===== config.mk =====
export PLATFORM = sky130hd
export DESIGN_NAME = axis_rr_arbiter
export DESIGN_NICKNAME = d
export VERILOG_FILES = /design/src/rtl/axis_rr_arbiter.sv
export SDC_FILE = /design/constraint.sdc
export NUM_CORES = 1
export LEC_CHECK = 0
export ABC_AREA = 1
export CORE_ASPECT_RATIO = 1.2
export CORE_MARGIN = 5
export CORE_UTILIZATION = 34
export CTS_CLUSTER_SIZE = 25
export DETAILED_ROUTE_END_ITERATION = 10
export PLACE_DENSITY = 0.68
export SLEW_MARGIN = 10
export SYNTH_ARGS = -nofsm -noshare
export SYNTH_HDL_FRONTEND = slang
export SYNTH_SLANG_ARGS = --single-unit

===== constraint.sdc =====
create_clock -name aclk -period 3.2 [get_ports aclk]
set_clock_uncertainty 0.05 [all_clocks]
set_input_delay 0.32 -clock aclk [delete_from_list [all_inputs] [get_ports aclk]]
set_output_delay 0.32 -clock aclk [all_outputs]
set_load 0.01 [all_outputs]

===== src/rtl/axis_rr_arbiter.sv =====
// Packet-level round-robin arbiter: merges NUM_SRC AXI-Stream sources into one
// registered AXI-Stream master. A grant is taken in IDLE and held until the
// tlast beat of the granted source is accepted, so packets never interleave.
// m_tid carries the index of the source that produced each output beat.
//
// Handshake semantics (both sides): a beat transfers on a rising edge where
// tvalid && tready are both high. A source keeps tvalid and its payload
// stable until the transfer; tready never depends on any tvalid, only on the
// grant state and the fullness of the output register.
module axis_rr_arbiter #(
    parameter int NUM_SRC  = 4,
    parameter int DWIDTH   = 32,
    parameter int ID_WIDTH = (NUM_SRC > 1) ? $clog2(NUM_SRC) : 1
) (
    input  logic                          aclk,
    input  logic                          aresetn,
    input  logic [NUM_SRC-1:0]            s_tvalid,
    output logic [NUM_SRC-1:0]            s_tready,
    input  logic [NUM_SRC*DWIDTH-1:0]     s_tdata,
    input  logic [NUM_SRC*DWIDTH/8-1:0]   s_tkeep,
    input  logic [NUM_SRC-1:0]            s_tlast,
    output logic                          m_tvalid,
    input  logic                          m_tready,
    output logic [DWIDTH-1:0]             m_tdata,
    output logic [DWIDTH/8-1:0]           m_tkeep,
    output logic                          m_tlast,
    output logic [ID_WIDTH-1:0]           m_tid,
    output logic [31:0]                   pkt_cnt,
    output logic                          busy
);

    localparam int KWIDTH = DWIDTH / 8;

    typedef enum logic {
        IDLE = 1'b0,
        BUSY = 1'b1
    } state_t;

    state_t              state;
    state_t              state_nxt;
    logic [ID_WIDTH-1:0] ptr;
    logic [ID_WIDTH-1:0] ptr_nxt;
    logic [ID_WIDTH-1:0] g;
    logic [ID_WIDTH-1:0] g_nxt;

    logic                out_free;
    logic                accept;
    logic                sel_valid;
    logic                sel_last;
    logic [DWIDTH-1:0]   sel_data;
    logic [KWIDTH-1:0]   sel_keep;
    logic [ID_WIDTH-1:0] pick;
    logic                pick_found;

    // (base + k) modulo NUM_SRC, for base in 0..NUM_SRC-1 and k in 0..NUM_SRC
    function automatic logic [ID_WIDTH-1:0] wrap_add(input logic [ID_WIDTH-1:0] base,
                                                     input int k);
        int sum;
        sum = int'(base) + k;
        if (sum >= NUM_SRC) begin
            sum = sum - NUM_SRC;
        end
        return ID_WIDTH'(sum);
    endfunction

    // Output register can take a new beat when empty or draining this cycle
    assign out_free = !m_tvalid || m_tready;
    assign busy     = (state == BUSY);

    // Select the granted source's stream signals
    always_comb begin
        sel_valid = 1'b0;
        sel_last  = 1'b0;
        sel_data  = '0;
        sel_keep  = '0;
        for (int i = 0; i < NUM_SRC; i++) begin
            if (g == ID_WIDTH'(i)) begin
                sel_valid = s_tvalid[i];
                sel_last  = s_tlast[i];
                sel_data  = s_tdata[i*DWIDTH +: DWIDTH];
                sel_keep  = s_tkeep[i*KWIDTH +: KWIDTH];
            end
        end
    end

    // Only the granted source sees tready, and only while BUSY
    always_comb begin
        s_tready = '0;
        for (int i = 0; i < NUM_SRC; i++) begin
            s_tready[i] = (state == BUSY) && (g == ID_WIDTH'(i)) && out_free;
        end
    end

    assign accept = (state == BUSY) && sel_valid && out_free;

    // Round-robin search starting at ptr: first valid source wins
    always_comb begin
        pick       = '0;
        pick_found = 1'b0;
        for (int k = 0; k < NUM_SRC; k++) begin
            if (!pick_found && s_tvalid[wrap_add(ptr, k)]) begin
                pick       = wrap_add(ptr, k);
                pick_found = 1'b1;
            end
        end
    end

    // Grant FSM next-state: lock grant in IDLE, release on accepted tlast
    always_comb begin
        state_nxt = state;
        g_nxt     = g;
        ptr_nxt   = ptr;
        case (state)
            IDLE: begin
                if (pick_found) begin
                    g_nxt     = pick;
                    state_nxt = BUSY;
                end
            end
            BUSY: begin
                if (accept && sel_last) begin
                    state_nxt = IDLE;
                    ptr_nxt   = wrap_add(g, 1);
                end
            end
            default: begin
                state_nxt = IDLE;
            end
        endcase
    end

    // Grant FSM state, grant index and round-robin pointer registers
    always_ff @(posedge aclk or negedge aresetn) begin
        if (!aresetn) begin
            state <= IDLE;
            ptr   <= '0;
            g     <= '0;
        end else begin
            state <= state_nxt;
            ptr   <= ptr_nxt;
            g     <= g_nxt;
        end
    end

    // Output register slice: load on accept, drain when taken downstream
    always_ff @(posedge aclk or negedge aresetn) begin
        if (!aresetn) begin
            m_tvalid <= 1'b0;
            m_tdata  <= '0;
            m_tkeep  <= '0;
            m_tlast  <= 1'b0;
            m_tid    <= '0;
        end else if (accept) begin
            m_tvalid <= 1'b1;
            m_tdata  <= sel_data;
            m_tkeep  <= sel_keep;
            m_tlast  <= sel_last;
            m_tid    <= g;
        end else if (m_tready) begin
            m_tvalid <= 1'b0;
        end
    end

    // Count packets as their tlast beat leaves the master port
    always_ff @(posedge aclk or negedge aresetn) begin
        if (!aresetn) begin
            pkt_cnt <= '0;
        end else if (m_tvalid && m_tready && m_tlast) begin
            pkt_cnt <= pkt_cnt + 32'd1;
        end
    end

endmodule


==> results of run 1 <==
final timing paths:
check                                  from          end  slack, ps  cells after the start
min in group aclk               m_tdata[21]  m_tdata[21]        420                      2
worst max register to register         g[0]       ptr[1]        670                     14
worst min-delay path                aresetn  pkt_cnt[12]        100                      1
worst max-delay path                   g[1]  s_tready[1]        490                      6
max in group asynchronous           aresetn       ptr[0]       2360                      1
worst min register to register  m_tdata[21]  m_tdata[21]        420                      2
state kept, by name, indices dropped and copies added, names as in the netlist, 2 cells and up:
name / count
m_tdata: 32
pkt_cnt: 32
m_tkeep: 4
g: 2
m_tid: 2
ptr: 2
cells in the mapped netlist:
library cell | instances | area [um^2]
sky130_fd_sc_hd__nor3_4 | 1 | 16.27
sky130_fd_sc_hd__o21ai_0 | 79 | 395.4
sky130_fd_sc_hd__nor3_1 | 16 | 80.08
sky130_fd_sc_hd__buf_2 | 13 | 65.06
sky130_fd_sc_hd__o21ai_1 | 14 | 70.07
sky130_fd_sc_hd__a21oi_1 | 40 | 200.2
sky130_fd_sc_hd__nand2_2 | 9 | 56.30
sky130_fd_sc_hd__nand4_1 | 2 | 12.51
sky130_fd_sc_hd__ha_1 | 5 | 62.56
sky130_fd_sc_hd__inv_1 | 43 | 161.4
sky130_fd_sc_hd__xor2_1 | 13 | 113.9
sky130_fd_sc_hd__nor3_2 | 4 | 40.04
sky130_fd_sc_hd__inv_2 | 3 | 11.26
sky130_fd_sc_hd__nor2_1 | 35 | 131.4
sky130_fd_sc_hd__nand3_4 | 1 | 17.52
sky130_fd_sc_hd__nand3_1 | 26 | 130.1
sky130_fd_sc_hd__nand3b_4 | 1 | 20.02
sky130_fd_sc_hd__buf_4 | 5 | 37.54
sky130_fd_sc_hd__nor2_4 | 3 | 33.78
sky130_fd_sc_hd__nor3b_4 | 1 | 18.77
sky130_fd_sc_hd__dfrtp_1 | 77 | 1927
sky130_fd_sc_hd__nand3_2 | 1 | 10.01
sky130_fd_sc_hd__buf_6 | 2 | 22.52
sky130_fd_sc_hd__nand2_1 | 351 | 1318
sky130_fd_sc_hd__nor2_2 | 2 | 12.51
sky130_fd_sc_hd__xnor2_1 | 8 | 70.07
sky130_fd_sc_hd__clkbuf_1 | 14 | 52.55
where the power goes:
part	internal (W)	switching, W	leakage, nW
Sequential	0.00130	0.000270	0.974
Combinational	0.00135	0.00186	2.37
Clock	0.000711	0.000401	0.161
Total	0.00336	0.00254	3.50
logic make-up after synthesis:
logic type / Yosys count / synth area share, %
xor+xnor: 21 / 3.616
fa+ha+maj: 5 / 1.230
flops: 77 / 37.88
simple gates: 453 / 37.29
buf+inv: 80 / 6.888
compound gates: 133 / 13.09
cell type report:
cell class	instances	area, um^2	share of cell area [%]
Clock inverter	2	37.54	0.4779
Inverter	46	172.7	2.198
Tap cell	204	255.2	3.249
Timing Repair Buffer	237	2355	29.98
Multi-Input combinational cell	612	2814	35.82
Sequential cell	77	1927	24.53
Clock buffer	14	294.0	3.743
stage by stage:
stage	hold WS (ps)	setup slack [ps]	cell area (um^2)	util [%]
final	97.70	491.6	7855	52.94
after global placement	403.3	759.5	7523	50.71
after CTS	139.3	474.0	7855	52.94
after floorplan	-25.59	1458	5086	-
after detailed placement	407.6	706.6	7523	50.71
after global routing	201.8	348.0	7855	52.94
per-layer routing:
metal  share of wire, %  up-vias
met3                8.5       20
met4                1.4        2
met5              0.070        -
met1                 39     2469
li1                   -     2868
met2                 51      184
==> metrics.txt, run 1 <==
# TYPE chip_impl_metric gauge
chip_impl_info{name="run_status",value="completed"} 1
chip_impl_metric{name="timing.slew.headroom",unit="%"} 34.37
chip_impl_metric{name="grt_first_pass_wirelength",unit="um"} 28300
chip_impl_metric{name="grt_use_met1",unit="%"} 24.18
chip_impl_info{name="busiest_layer",value="met2"} 1
chip_impl_info{name="ctsRootBufferMaster",value="sky130_fd_sc_hd__clkbuf_16"} 1
chip_impl_metric{name="setup_total_negative_slack",unit="ps"} 0
chip_impl_info{name="critPathKind",value="register to primary output"} 1
chip_impl_metric{name="routed_wire_length_per_instance",unit="um"} 15.49
chip_impl_metric{name="detailroute.via_count",unit=""} 5543
chip_impl_metric{name="max_cap_viol_count",unit=""} 0
chip_impl_metric{name="count_of_warnings_emitted_by_yosys",unit=""} 0
chip_impl_metric{name="cts.repair.resized",unit=""} 0
chip_impl_info{name="critical_path.cell_chain",value="inv_1 -> ha_1 -> buf_4 -> inv_1 -> nor3_1 -> clkdlybuf4s50_1"} 1
chip_impl_info{name="cp_slowest_cell",value="sky130_fd_sc_hd__clkdlybuf4s50_1"} 1
chip_impl_metric{name="synth_sequential_area_ratio",unit="%"} 37.88
chip_impl_metric{name="post_synth_instance_area",unit="mm^2"} 0.005086
chip_impl_metric{name="floorplan.die_area",unit="mm^2"} 0.01752
chip_impl_metric{name="path_buf_inv",unit=""} 4
chip_impl_metric{name="crit_required",unit="ps"} 2830
chip_impl_metric{name="first_pass_drt_iterations",unit=""} 4
chip_impl_metric{name="power_density",unit="mW/mm^2"} 750.5
chip_impl_metric{name="synth_fp_nets",unit=""} 929
chip_impl_metric{name="floorplan.rows",unit=""} 49
chip_impl_metric{name="layout-area-overhead-vs-synth",unit="%"} 54.44
chip_impl_metric{name="core",unit="mm^2"} 0.01484
chip_impl_info{name="layout.cells.most_common",value="sky130_fd_sc_hd__nand2_1"} 1
chip_impl_info{name="clock_tree_from_tritoncts",value="yes"} 1
chip_impl_metric{name="vdd.ir_drop.worst",unit="mV"} 0.4575
chip_impl_metric{name="antenna_cells_inserted",unit=""} 0
chip_impl_metric{name="setup-violations-final",unit=""} 0
chip_impl_metric{name="grtUsageMet3",unit="%"} 6.808
chip_impl_metric{name="grt_util_met2",unit="%"} 37.64
chip_impl_metric{name="post_cts.repair.setup_buffers",unit=""} 0
chip_impl_metric{name="cts_sinks",unit=""} 77
chip_impl_metric{name="share_of_post_route_cells_with_drive_strength_above_1",unit="%"} 5.162
chip_impl_metric{name="dpl_cells",unit=""} 1176
chip_impl_metric{name="die_height",unit="um"} 144.0
chip_impl_metric{name="overflow",unit=""} 0
chip_impl_metric{name="slew_viol_final",unit=""} 0
chip_impl_metric{name="die_w",unit="um"} 121.7
chip_impl_metric{name="clock_insertion_delay_worst_skew",unit="ps"} 340
chip_impl_metric{name="post-layout-total-power",unit="W"} 0.005895
chip_impl_metric{name="clockBufferDepth",unit=""} 2
chip_impl_metric{name="first_global_vias",unit=""} 5465
chip_impl_metric{name="synth_area_per_inst",unit="um^2"} 6.614
chip_impl_info{name="hold_class",value="input port to async pin"} 1
chip_impl_info{name="crit_path_frequent_cell",value="sky130_fd_sc_hd__inv_1"} 1
chip_impl_metric{name="initial_core_util",unit="%"} 34.28
chip_impl_metric{name="num-fill-cells",unit=""} 1494
chip_impl_metric{name="fin_nets",unit=""} 1143
chip_impl_metric{name="period_needed",unit="ps"} 2708
chip_impl_metric{name="pin_count_of_the_biggest_net_entering_global_routing",unit=""} 78
chip_impl_metric{name="post_cts_hold_buffer_count",unit=""} 0
chip_impl_metric{name="place.detailed.hpwl",unit="um"} 14690
chip_impl_metric{name="cts-buffers-inserted",unit=""} 9
chip_impl_metric{name="critPathArrivalTime",unit="ps"} 2340
chip_impl_metric{name="post_synth_num_cell_types",unit=""} 27
chip_impl_metric{name="worstPathMaxFanout",unit=""} 38
chip_impl_metric{name="worst_max_slew_pin_slew",unit="ps"} 984.4
chip_impl_metric{name="grt.total_usage",unit="%"} 20.98
chip_impl_metric{name="remaining_drc_errors",unit=""} 0
chip_impl_metric{name="wirelength",unit="um"} 18470
chip_impl_metric{name="final_cell_count_without_fillers",unit=""} 1192
chip_impl_metric{name="number_of_synthesized_register_bits",unit=""} 77
chip_impl_metric{name="finalCritPeriodShare",unit="%"} 84.64
chip_impl_metric{name="fmaxAchievable",unit="MHz"} 369.2
chip_impl_info{name="setup.worst_path.end_class",value="primary output"} 1
chip_impl_metric{name="gp_routability_congestion",unit=""} 0.9228
chip_impl_metric{name="top_level_ports",unit=""} 232
chip_impl_metric{name="final_report_hold_violation_count",unit=""} 0
chip_impl_metric{name="antenna_found_initial",unit=""} 1
chip_impl_metric{name="drt_first_iter_violations",unit=""} 452
chip_impl_metric{name="post_drt_via_cell_ratio",unit=""} 4.650
chip_impl_info{name="path_delay_family",value="buffers and inverters"} 1
chip_impl_metric{name="htree_levels",unit=""} 3
chip_impl_metric{name="drtAntennaViolNets",unit=""} 0
chip_impl_info{name="layout.cells.most_common_list",value="sky130_fd_sc_hd__nand2_1 (351), sky130_fd_sc_hd__clkdlybuf4s50_1 (230), sky130_fd_sc_hd__o21ai_0 (79)"} 1
chip_impl_metric{name="p_leak",unit="nW"} 3.501
chip_impl_metric{name="clkSlewWorstSetupHoldPaths",unit="ps"} 60
chip_impl_info{name="worstSetupStartpointType",value="register"} 1
chip_impl_info{name="rsz0062_at_grt",value="false"} 1
chip_impl_metric{name="numPortBuffers",unit=""} 231
chip_impl_metric{name="timing.critical_path.slowest_cell_delay",unit="ps"} 580
chip_impl_metric{name="synthesis.instances",unit=""} 769
Power figures use the tool's default switching activity.
==> run 2: changes to the inputs <==
--- a/config.mk
+++ b/config.mk
@@ -11,7 +11,7 @@
 export CORE_UTILIZATION = 34
 export CTS_CLUSTER_SIZE = 25
 export DETAILED_ROUTE_END_ITERATION = 10
-export PLACE_DENSITY = 0.68
+export PLACE_DENSITY = 0.7
 export SLEW_MARGIN = 10
 export SYNTH_ARGS = -nofsm -noshare
 export SYNTH_HDL_FRONTEND = slang
==> constraint.sdc (replaced) <==
create_clock -name aclk -period 2.2 [get_ports aclk]
set_clock_uncertainty 0.05 [all_clocks]
set_input_delay 0.22 -clock aclk [delete_from_list [all_inputs] [get_ports aclk]]
set_output_delay 0.22 -clock aclk [all_outputs]
set_load 0.01 [all_outputs]
==> run 2 against run 1 <==
  * Flip-flop and latch count did not move
  * First-iteration DRC count shrank 16%
  * Count of clock-buffer cells in the layout decreased by 1
  * Via count up 1.6%
  * Global-route usage down 0.41 points
  * Clock power increased by 29%
  * Sequential power increased by 45%
  * Worst hold slack improved by 270 ps
  * Critical path depth grew 8
  * Power is 43% higher
  * Critical path type is now register to register
==> metrics.txt, run 2 (same netlist as run 1, synthesis figures left out) <==
# TYPE chip_impl_metric gauge
chip_impl_metric{name="worst_max_slew_pin_slew",unit="ps"} 515.4
chip_impl_metric{name="grt.total_usage",unit="%"} 20.57
chip_impl_metric{name="post-layout-total-power",unit="W"} 0.008439
chip_impl_metric{name="htree_levels",unit=""} 3
chip_impl_metric{name="vdd.ir_drop.worst",unit="mV"} 0.5133
chip_impl_info{name="rsz0062_at_grt",value="false"} 1
chip_impl_metric{name="pin_count_of_the_biggest_net_entering_global_routing",unit=""} 51
chip_impl_metric{name="clkSlewWorstSetupHoldPaths",unit="ps"} 60
chip_impl_metric{name="post_drt_via_cell_ratio",unit=""} 4.682
chip_impl_metric{name="floorplan.die_area",unit="mm^2"} 0.01752
chip_impl_info{name="critPathKind",value="register to register"} 1
chip_impl_info{name="hold_class",value="input port to async pin"} 1
chip_impl_metric{name="overflow",unit=""} 0
chip_impl_metric{name="max_cap_viol_count",unit=""} 0
chip_impl_metric{name="clockBufferDepth",unit=""} 2
chip_impl_metric{name="initial_core_util",unit="%"} 34.28
chip_impl_metric{name="timing.slew.headroom",unit="%"} 65.64
chip_impl_metric{name="critPathArrivalTime",unit="ps"} 2220
chip_impl_metric{name="detailroute.via_count",unit=""} 5632
chip_impl_metric{name="gp_routability_congestion",unit=""} 0.9372
chip_impl_metric{name="setup-violations-final",unit=""} 0
chip_impl_metric{name="finalCritPeriodShare",unit="%"} 93.65
chip_impl_info{name="worstSetupStartpoint",value="g[0]"} 1
chip_impl_metric{name="drt_first_iter_violations",unit=""} 378
chip_impl_metric{name="layout-area-overhead-vs-synth",unit="%"} 55.57
chip_impl_metric{name="cts_sinks",unit=""} 77
chip_impl_info{name="layout.cells.most_common_list",value="sky130_fd_sc_hd__nand2_1 (351), sky130_fd_sc_hd__clkdlybuf4s50_1 (226), sky130_fd_sc_hd__o21ai_0 (79)"} 1
chip_impl_metric{name="power_density",unit="mW/mm^2"} 1066
chip_impl_info{name="setup.worst_path.end_class",value="register"} 1
chip_impl_info{name="run_status",value="completed"} 1
chip_impl_metric{name="period_needed",unit="ps"} 2060
chip_impl_metric{name="r2r_setup_slack",unit="ps"} 140
chip_impl_info{name="worstSetupStartpointType",value="register"} 1
chip_impl_metric{name="grt_first_pass_wirelength",unit="um"} 27990
chip_impl_metric{name="place.detailed.hpwl",unit="um"} 14680
chip_impl_metric{name="final_report_hold_violation_count",unit=""} 0
chip_impl_info{name="clock_tree_from_tritoncts",value="yes"} 1
chip_impl_metric{name="wirelength",unit="um"} 18310
chip_impl_info{name="ctsRootBufferMaster",value="sky130_fd_sc_hd__clkbuf_16"} 1
chip_impl_info{name="worst_r2r_startpoint",value="g[0]"} 1
chip_impl_metric{name="num-fill-cells",unit=""} 1461
chip_impl_metric{name="antenna_found_initial",unit=""} 1
chip_impl_info{name="layout_top_registers",value="m_tdata (32), pkt_cnt (32), m_tkeep (4)"} 1
chip_impl_metric{name="routed_wire_length_per_instance",unit="um"} 15.22
chip_impl_metric{name="fin_nets",unit=""} 1154
chip_impl_metric{name="remaining_drc_errors",unit=""} 0
chip_impl_metric{name="die_height",unit="um"} 144.0
chip_impl_metric{name="crit_required",unit="ps"} 2360
chip_impl_metric{name="clock_insertion_delay_worst_skew",unit="ps"} 330
chip_impl_info{name="layout.cells.most_common",value="sky130_fd_sc_hd__nand2_1"} 1
chip_impl_info{name="r2r-end",value="ptr[0]"} 1
chip_impl_metric{name="floorplan.rows",unit=""} 49
chip_impl_metric{name="share_of_post_route_cells_with_drive_strength_above_1",unit="%"} 5.918
chip_impl_metric{name="first_pass_drt_iterations",unit=""} 4
chip_impl_metric{name="die_w",unit="um"} 121.7
chip_impl_metric{name="worstPathMaxFanout",unit=""} 13
chip_impl_metric{name="numPortBuffers",unit=""} 231
chip_impl_metric{name="core",unit="mm^2"} 0.01484
chip_impl_metric{name="fmaxAchievable",unit="MHz"} 485.3
chip_impl_metric{name="drtAntennaViolNets",unit=""} 0
chip_impl_metric{name="rr_worst_depth",unit=""} 14
chip_impl_metric{name="slew_viol_final",unit=""} 0
chip_impl_metric{name="first_global_vias",unit=""} 5505
chip_impl_metric{name="cts-buffers-inserted",unit=""} 9
chip_impl_metric{name="p_leak",unit="nW"} 3.572
chip_impl_metric{name="setup_total_negative_slack",unit="ps"} 0
chip_impl_metric{name="top_level_ports",unit=""} 232
## run 2: critical path: stages, from the launching register on
cell and delay [ps]:
sky130_fd_sc_hd__dfrtp_1 410, sky130_fd_sc_hd__inv_1 130, sky130_fd_sc_hd__ha_1 170, sky130_fd_sc_hd__inv_1 60, sky130_fd_sc_hd__nor2_2 120, sky130_fd_sc_hd__nand2_1 70
sky130_fd_sc_hd__o21ai_1 80, sky130_fd_sc_hd__nand2_1 60, sky130_fd_sc_hd__nand2_1 70, sky130_fd_sc_hd__nand2_2 70, sky130_fd_sc_hd__nor2_4 130, sky130_fd_sc_hd__buf_4 220
sky130_fd_sc_hd__nand2_1 160, sky130_fd_sc_hd__nand2_1 90, sky130_fd_sc_hd__nand2_1 60
## run 2: metal layers
layer	GRT usage (%)	wire, um
met2	36.27	9226
met4	6.962	444
met1	22.98	7027
met3	7.512	1615
met5	0	0
## run 2: area by class of cell
class	count	area (um^2)	area share [%]
tap	204	255.2	3.226
clock buffer	13	280.3	3.542
multi-input combinational	612	2814	35.56
inverter	46	175.2	2.214
timing repair buffer	248	2451	30.98
clock inverter	1	5.005	0.06325
sequential	77	1927	24.35
antenna	2	5.005	0.06325
## run 2: how the worst max path moves through the flow
stage	to	slack, ps	depth (start not counted)
3_3_place_gp	s_tready[0]	210	5
3_5_place_dp	m_tid[0]	130	13
4_1_cts	m_tid[0]	120	13
6_report	ptr[0]	140	14
5_1_grt	ptr[0]	6	11
2_1_floorplan	busy	500	12
## run 2: repair_timing
item | CTS | global route
hold buffers | 1 | 0
buffers inserted | 0 | 0
gates resized for setup | 3 | 3
endpoints found under the setup margin | 3 | 33
hold endpoints to repair | 37 | 0
pin swaps | 0 | 0
## run 2: metrics by stage
| stage | util [%] | setup slack [ps] | cells | instance area, um^2 | hold slack [ps] |
|---|---|---|---|---|---|
| after floorplan | - | 502.5 | 769 | 5086 | -125.6 |
| after detailed placement | 51.30 | 133.6 | 1186 | 7611 | 177.7 |
| after CTS | 53.26 | 119.5 | 1201 | 7903 | 368.3 |
| final | 53.33 | 139.6 | 1203 | 7913 | 362.9 |
| after global routing | 53.31 | 5.579 | 1202 | 7910 | 409.8 |
| after global placement | 51.30 | 209.0 | 1186 | 7611 | 171.2 |
## run 2: power breakdown
part | internal [W] | switching (W)
clock | 0.000873 | 0.000555
combinational | 0.00203 | 0.00270
sequential | 0.00189 | 0.000389
